--- src/rtl/tuner_lock_ctrl.sv ---
// Sequences a tuner_search_phy sweep, picks a peak by policy and publishes its tune code; re-searches periodically.
// Trigger/peaks use val/rdy handshakes; a disable seen in WAIT still drains the pending peak list before idling.
module tuner_lock_ctrl #(
  parameter int DAC_WIDTH   = 8,
  parameter int ADC_WIDTH   = 8,
  parameter int NUM_TARGET  = 4,
  parameter int TIMER_WIDTH = 16,
  parameter int MAX_RETRY   = 3
) (
  input  logic                                  i_clk,
  input  logic                                  i_rst,
  input  logic                                  i_cfg_en,
  input  logic                                  i_cfg_mode,
  input  logic [$clog2(NUM_TARGET)-1:0]         i_cfg_target_idx,
  input  logic [TIMER_WIDTH-1:0]                i_cfg_retune_period,
  output logic                                  o_search_trig_val,
  input  logic                                  i_search_trig_rdy,
  input  logic                                  i_search_peaks_val,
  output logic                                  o_search_peaks_rdy,
  input  logic [NUM_TARGET-1:0][DAC_WIDTH-1:0]  i_ring_tune_peaks,
  input  logic [NUM_TARGET-1:0][ADC_WIDTH-1:0]  i_pwr_detected_peaks,
  input  logic [$clog2(NUM_TARGET)-1:0]         i_ring_tune_peaks_cnt,
  output logic                                  o_lock_val,
  output logic [DAC_WIDTH-1:0]                  o_lock_tune,
  output logic [ADC_WIDTH-1:0]                  o_lock_pwr,
  output logic                                  o_lock_fail,
  output logic [$clog2(MAX_RETRY+1)-1:0]        o_retry_cnt,
  output logic [2:0]                            o_state
);
  localparam int IDX_W = $clog2(NUM_TARGET);
  localparam int RTY_W = $clog2(MAX_RETRY + 1);

  typedef enum logic [2:0] {
    S_IDLE = 3'd0, S_TRIG = 3'd1, S_WAIT = 3'd2, S_SELECT = 3'd3, S_LOCKED = 3'd4, S_FAIL = 3'd5
  } state_t;

  state_t                               state_q, state_d;
  logic                                 lock_val_q, lock_val_d;
  logic [DAC_WIDTH-1:0]                 lock_tune_q, lock_tune_d;
  logic [ADC_WIDTH-1:0]                 lock_pwr_q, lock_pwr_d;
  logic                                 lock_fail_q, lock_fail_d;
  logic [RTY_W-1:0]                     retry_q, retry_d;
  logic [TIMER_WIDTH-1:0]               timer_q, timer_d;
  logic                                 dis_q, dis_d;
  logic [NUM_TARGET-1:0][DAC_WIDTH-1:0] tune_q, tune_d;
  logic [NUM_TARGET-1:0][ADC_WIDTH-1:0] pwr_q, pwr_d;
  logic [IDX_W-1:0]                     cnt_q, cnt_d;

  logic                                 sel_ok;
  logic [IDX_W-1:0]                     sel_idx;
  logic [ADC_WIDTH-1:0]                 best_pwr;
  logic [RTY_W-1:0]                     retry_inc;

  // Strict '>' keeps the lowest index on equal power.
  always_comb begin
    sel_ok   = 1'b0;
    sel_idx  = '0;
    best_pwr = '0;
    if (!i_cfg_mode) begin
      for (int i = 0; i < NUM_TARGET; i++) begin
        if (i < int'(cnt_q) && (!sel_ok || pwr_q[i] > best_pwr)) begin
          sel_ok   = 1'b1;
          sel_idx  = IDX_W'(i);
          best_pwr = pwr_q[i];
        end
      end
    end else begin
      sel_ok  = (i_cfg_target_idx < cnt_q);
      sel_idx = i_cfg_target_idx;
    end
  end

  assign retry_inc = (retry_q == RTY_W'(MAX_RETRY)) ? retry_q : retry_q + RTY_W'(1);

  always_ff @(posedge i_clk) begin
    if (i_rst) begin
      state_q     <= S_IDLE;
      lock_val_q  <= 1'b0;
      lock_tune_q <= '0;
      lock_pwr_q  <= '0;
      lock_fail_q <= 1'b0;
      retry_q     <= '0;
      timer_q     <= '0;
      dis_q       <= 1'b0;
      tune_q      <= '0;
      pwr_q       <= '0;
      cnt_q       <= '0;
    end else begin
      state_q     <= state_d;
      lock_val_q  <= lock_val_d;
      lock_tune_q <= lock_tune_d;
      lock_pwr_q  <= lock_pwr_d;
      lock_fail_q <= lock_fail_d;
      retry_q     <= retry_d;
      timer_q     <= timer_d;
      dis_q       <= dis_d;
      tune_q      <= tune_d;
      pwr_q       <= pwr_d;
      cnt_q       <= cnt_d;
    end
  end

  always_comb begin
    state_d = state_q;
    case (state_q)
      S_IDLE:   if (i_cfg_en) state_d = S_TRIG;
      S_TRIG: begin
        if (i_search_trig_rdy) state_d = S_WAIT;
        else if (!i_cfg_en)    state_d = S_IDLE;
      end
      S_WAIT:   if (i_search_peaks_val) state_d = (dis_q || !i_cfg_en) ? S_IDLE : S_SELECT;
      S_SELECT: begin
        if (!i_cfg_en)                         state_d = S_IDLE;
        else if (sel_ok)                       state_d = S_LOCKED;
        else if (retry_inc == RTY_W'(MAX_RETRY)) state_d = S_FAIL;
        else                                   state_d = S_TRIG;
      end
      S_LOCKED: begin
        if (!i_cfg_en)                         state_d = S_IDLE;
        else if (timer_q == TIMER_WIDTH'(1))   state_d = S_TRIG;
      end
      S_FAIL:   if (!i_cfg_en) state_d = S_IDLE;
      default:  state_d = S_IDLE;
    endcase
  end

  always_comb begin
    lock_val_d  = lock_val_q;
    lock_tune_d = lock_tune_q;
    lock_pwr_d  = lock_pwr_q;
    lock_fail_d = lock_fail_q;
    retry_d     = retry_q;
    timer_d     = timer_q;
    dis_d       = 1'b0;
    tune_d      = tune_q;
    pwr_d       = pwr_q;
    cnt_d       = cnt_q;

    // A disable arriving with (or after) an accepted trigger is remembered until the peak list drains.
    if (state_q == S_TRIG && i_search_trig_rdy) dis_d = !i_cfg_en;
    if (state_q == S_WAIT && !i_search_peaks_val) dis_d = dis_q || !i_cfg_en;

    if (state_q == S_IDLE && state_d == S_TRIG) begin
      lock_fail_d = 1'b0;
      retry_d     = '0;
    end
    if (state_q == S_WAIT && state_d == S_SELECT) begin
      tune_d = i_ring_tune_peaks;
      pwr_d  = i_pwr_detected_peaks;
      cnt_d  = i_ring_tune_peaks_cnt;
    end
    if (state_q == S_SELECT && i_cfg_en) begin
      if (sel_ok) begin
        lock_tune_d = tune_q[sel_idx];
        lock_pwr_d  = pwr_q[sel_idx];
        lock_val_d  = 1'b1;
        retry_d     = '0;
        timer_d     = i_cfg_retune_period;
      end else begin
        retry_d = retry_inc;
      end
    end
    if (state_q == S_LOCKED && timer_q != '0) timer_d = timer_q - TIMER_WIDTH'(1);
    if (state_d == S_FAIL) lock_fail_d = 1'b1;
    if (state_d == S_IDLE || state_d == S_FAIL) lock_val_d = 1'b0;
  end

  always_comb begin
    o_search_trig_val  = (state_q == S_TRIG);
    o_search_peaks_rdy = (state_q == S_WAIT);
    o_lock_val         = lock_val_q;
    o_lock_tune        = lock_tune_q;
    o_lock_pwr         = lock_pwr_q;
    o_lock_fail        = lock_fail_q;
    o_retry_cnt        = retry_q;
    o_state            = state_q;
  end
endmodule

--- config.mk ---
export PLATFORM = sky130hd
export DESIGN_NAME = tuner_lock_ctrl
export DESIGN_NICKNAME = d
export VERILOG_FILES = /design/src/rtl/tuner_lock_ctrl.sv
export SDC_FILE = /design/constraint.sdc
export NUM_CORES = 1
export LEC_CHECK = 0
export ABC_AREA = 1
export ABC_CLOCK_PERIOD_IN_PS = 8500
export CAP_MARGIN = 0
export CORE_MARGIN = 2
export CORE_UTILIZATION = 56
export CTS_BUF_LIST = sky130_fd_sc_hd__clkbuf_16
export DETAILED_ROUTE_END_ITERATION = 12
export PLACE_DENSITY = 0.82
export SLEW_MARGIN = 20
export SYNTH_ARGS = -nofsm -noshare
export SYNTH_HDL_FRONTEND = slang
export SYNTH_SLANG_ARGS = --single-unit
--- constraint.sdc ---
create_clock -name i_clk -period 8.5 [get_ports i_clk]
set_clock_uncertainty 0.1 [all_clocks]
set_input_delay 1.275 -clock i_clk [delete_from_list [all_inputs] [get_ports i_clk]]
set_output_delay 1.275 -clock i_clk [all_outputs]
set_load 0.02 [all_outputs]
==> out/metrics.yaml <==
outcome:
  status: "finished clean"
detailed_routing:
  met2WireLength_um: 6825
  drt-pass1-iter-count: 5
  drtIter0Drc: 309
  totalWireLength_um: 14660
  top_layer: "met4"
  dr_wl_met3_um: 1031
  ant_nets: 0
  routedWlPerCell_um: 14.09
  drc: 0
  met1_length_um: 6516
  via_count: 5548
  vias_per_cell: 5.329
power_and_ir_drop:
  power_mw: 1.003
  vdd_drop_max_v: 0.0001331
  powerDensity_mw_per_mm2: 142.8
  p_leak_nw: 3.014
clock_network:
  postCtsSetupRepairBufs: 0
  root_buffer: "clkbuf_16"
  clkLatencyLatePin_ns: 0.35
  hold_buffers: 0
  cts_sinks: 106
  cts_made_buffers: 9
  cts_tree: "yes"
  cts_resized: 0
  clk_pin_slew_worst_paths_ns: 0.07
  clock_path_buffers: 2
  htreeDepth: 3
final_layout:
  layout-drive-gt1-share_pct: 6.388
  regArea_mm2: 0.002122
  design_area_mm2: 0.007022
  nets: 1013
  fillerInstances: 879
  n_antenna_cell: 0
  area_growth_pct: 23.80
  multi_input_area_mm2: 0.002815
synth:
  ys_ff_latch: 106
  syn_area_per_cell_um2: 6.925
  synth_edf_count: 0
  syn_area_mm2: 0.005672
  ys_async_sr_fraction_pct: 0
  synthFlopType: "dfxtp_1"
  ys_types: 43
  syn-num-nets: 928
  yosys_warnings: 0
  netlist_instances: 819
  seq_area_frac_synth_pct: 37.41
global_route:
  antenna_found_initial: 0
  first_global_vias: 5281
  grt_max_degree: 85
  grt_overflow: 0
  track_usage_pct: 27.57
  grt_pass1_wl_um: 24820
placed_design:
  gp_congestion: 0.8827
  dp_hpwl_um: 10750
  post-place-ws_ns: 3.946
  io_buffer_count: 114
  placed_cell_area_mm2: 0.006753
worst_setup_path:
  slowest_delay_ns: 0.72
  slowest_stage: "nand2_2"
  cp-startpoint: "cnt_q[1]$_SDFFE_PP0P_"
  crit_family: "simple AND/OR/NAND/NOR gates"
  rrSetupSlack_ns: 3.81
  timing.rr.start: "cnt_q[1]$_SDFFE_PP0P_"
  reg2reg_to: "o_lock_tune[2]$_SDFFE_PP0P_"
  crit_top_cell: "nand2_1"
  cp-endpoint: "o_lock_tune[2]$_SDFFE_PP0P_"
  cp_num_cells: 26
  crit_path_start_kind: "register"
  worstSetupEndpointType: "register"
  path_buf_inv: 5
  cp_max_fo: 33
  path_class: "register to register"
  arrival_ns: 4.84
  critical_path_required_ns: 8.65
  r2r_cells: 26
sta:
  whs_ns: 0.3588
  worst_slack_ns: 3.814
  tns_ns: 0
  hold_viol_final: 0
  setup_violations: 0
  min_period_over_period_pct: 55.13
  worst_pin_slew_ns: 0.9603
  final-max-slew-violation-count: 0
  rsz0062_at_grt: "no"
  min_period_ns: 4.686
  fmax_ghz: 0.2134
  max-slew-margin-rel_pct: 35.30
floorplanning:
  core_mm2: 0.009819
  fp.dieH_um: 104.6
  die_width_um: 104.6
  io_pins: 115
  start_util_pct: 57.76
  die_area_mm2: 0.01095
  rows: 36
min_path:
  worstHoldPathType: "register to register"
flow_run:
  drv_cap: 0
## logic make-up (layout without fill, tap and decap cells)
group                      after synthesis  count (layout)  share of synthesized area, %
xor gates and xnor gates                 6               6                        0.9267
buffers and inverters                  169             258                         12.95
adders and majority gates               19              19                         4.192
and+or+nand+nor                        324             324                         26.25
AOI/OAI and AO/OA                      195             195                         18.27
DFF                                    106             106                         37.41
## layer usage
layer  track usage, %  vias up
met5                0        -
met4            8.667        0
met3            4.928       22
met2            45.89      202
met1            36.45     2513
li1                 -     2811
## synthesized netlist by cell type (3+ instances only)
| library cell | n | area (um2) |
|---|---|---|
| nand2_1 | 142 | 533.0 |
| inv_1 | 117 | 439.2 |
| dfxtp_1 | 106 | 2122 |
| nand3_1 | 90 | 450.4 |
| a21oi_1 | 86 | 430.4 |
| o21ai_0 | 84 | 420.4 |
| nor2_1 | 61 | 229.0 |
| clkbuf_1 | 20 | 75.07 |
| ha_1 | 19 | 237.7 |
| buf_2 | 15 | 75.07 |
| nand2_2 | 11 | 68.82 |
| a31oi_1 | 6 | 37.54 |
| o21ai_1 | 6 | 30.03 |
| inv_2 | 5 | 18.77 |
| buf_4 | 3 | 22.52 |
| buf_6 | 3 | 33.78 |
| nand2_4 | 3 | 33.78 |
| nand3_2 | 3 | 30.03 |
| o211ai_2 | 3 | 37.54 |
| xnor2_1 | 3 | 26.28 |
| xor2_1 | 3 | 26.28 |
## registers in the layout, indices dropped and copies added (netlist names)
signal	flops
tune_q	32
o_lock_val	1
o_lock_fail	1
dis_q	1
o_lock_tune	8
o_state	3
o_retry_cnt	2
cnt_q	2
timer_q	16
o_lock_pwr	8
pwr_q	32
## per-stage QoR
step | instances | utilization (%)
global placement | 1026 | 68.77
finish | 1041 | 71.51
CTS | 1041 | 71.51
floorplan | 819 | -
detailed placement | 1026 | 68.77
global route | 1041 | 71.51
## worst min-delay path, delay by kind of cell, from the launching register on
family	cells	cell delay, ns
AOI/OAI and AO/OA	1	0.05
DFF	1	0.30
buffers and inverters	1	0.06
## cells in the final DEF (no fill, tap or decap), types with 3 or more instances in the layout
cell,count
xnor2_1,3
xor2_1,3
dfxtp_1,106
nor2_1,61
nand2_2,11
o21ai_0,84
nand3_2,3
nand2_4,3
buf_4,4
o211ai_2,3
inv_1,117
nand3_1,90
ha_1,19
nand2_1,142
a31oi_1,6
inv_2,5
a21oi_1,86
clkbuf_16,9
o21ai_1,6
clkdlybuf4s50_1,114
## power by group
part	internal, mW	total, mW	switching [mW]
logic	0.0573	0.111	0.0542
clock network	0.198	0.386	0.188
registers	0.502	0.505	0.00340
## final cells by class
class | count | share of cell area, %
repair buffers | 118 | 16.68
multi-input cells | 544 | 40.09
well taps | 133 | 2.370
flip-flops and latches | 106 | 30.22
inverters | 125 | 6.807
clock buffers | 9 | 3.207
clock inverters | 6 | 0.6237
## worst min-delay path by stage
stage          cells past startpoint                     from  slack (ns)                       to
2_1_floorplan                      2   pwr_q[24]$_SDFFE_PP0P_        0.33   pwr_q[24]$_SDFFE_PP0P_
3_3_place_gp                       2   pwr_q[28]$_SDFFE_PP0P_        0.34   pwr_q[28]$_SDFFE_PP0P_
3_5_place_dp                       2  tune_q[19]$_SDFFE_PP0P_        0.35  tune_q[19]$_SDFFE_PP0P_
4_1_cts                            2   pwr_q[30]$_SDFFE_PP0P_        0.36   pwr_q[30]$_SDFFE_PP0P_
5_1_grt                            2   tune_q[7]$_SDFFE_PP0P_        0.39   tune_q[7]$_SDFFE_PP0P_
6_report                           2   tune_q[6]$_SDFFE_PP0P_        0.36   tune_q[6]$_SDFFE_PP0P_
Power figures use the tool's default switching activity.
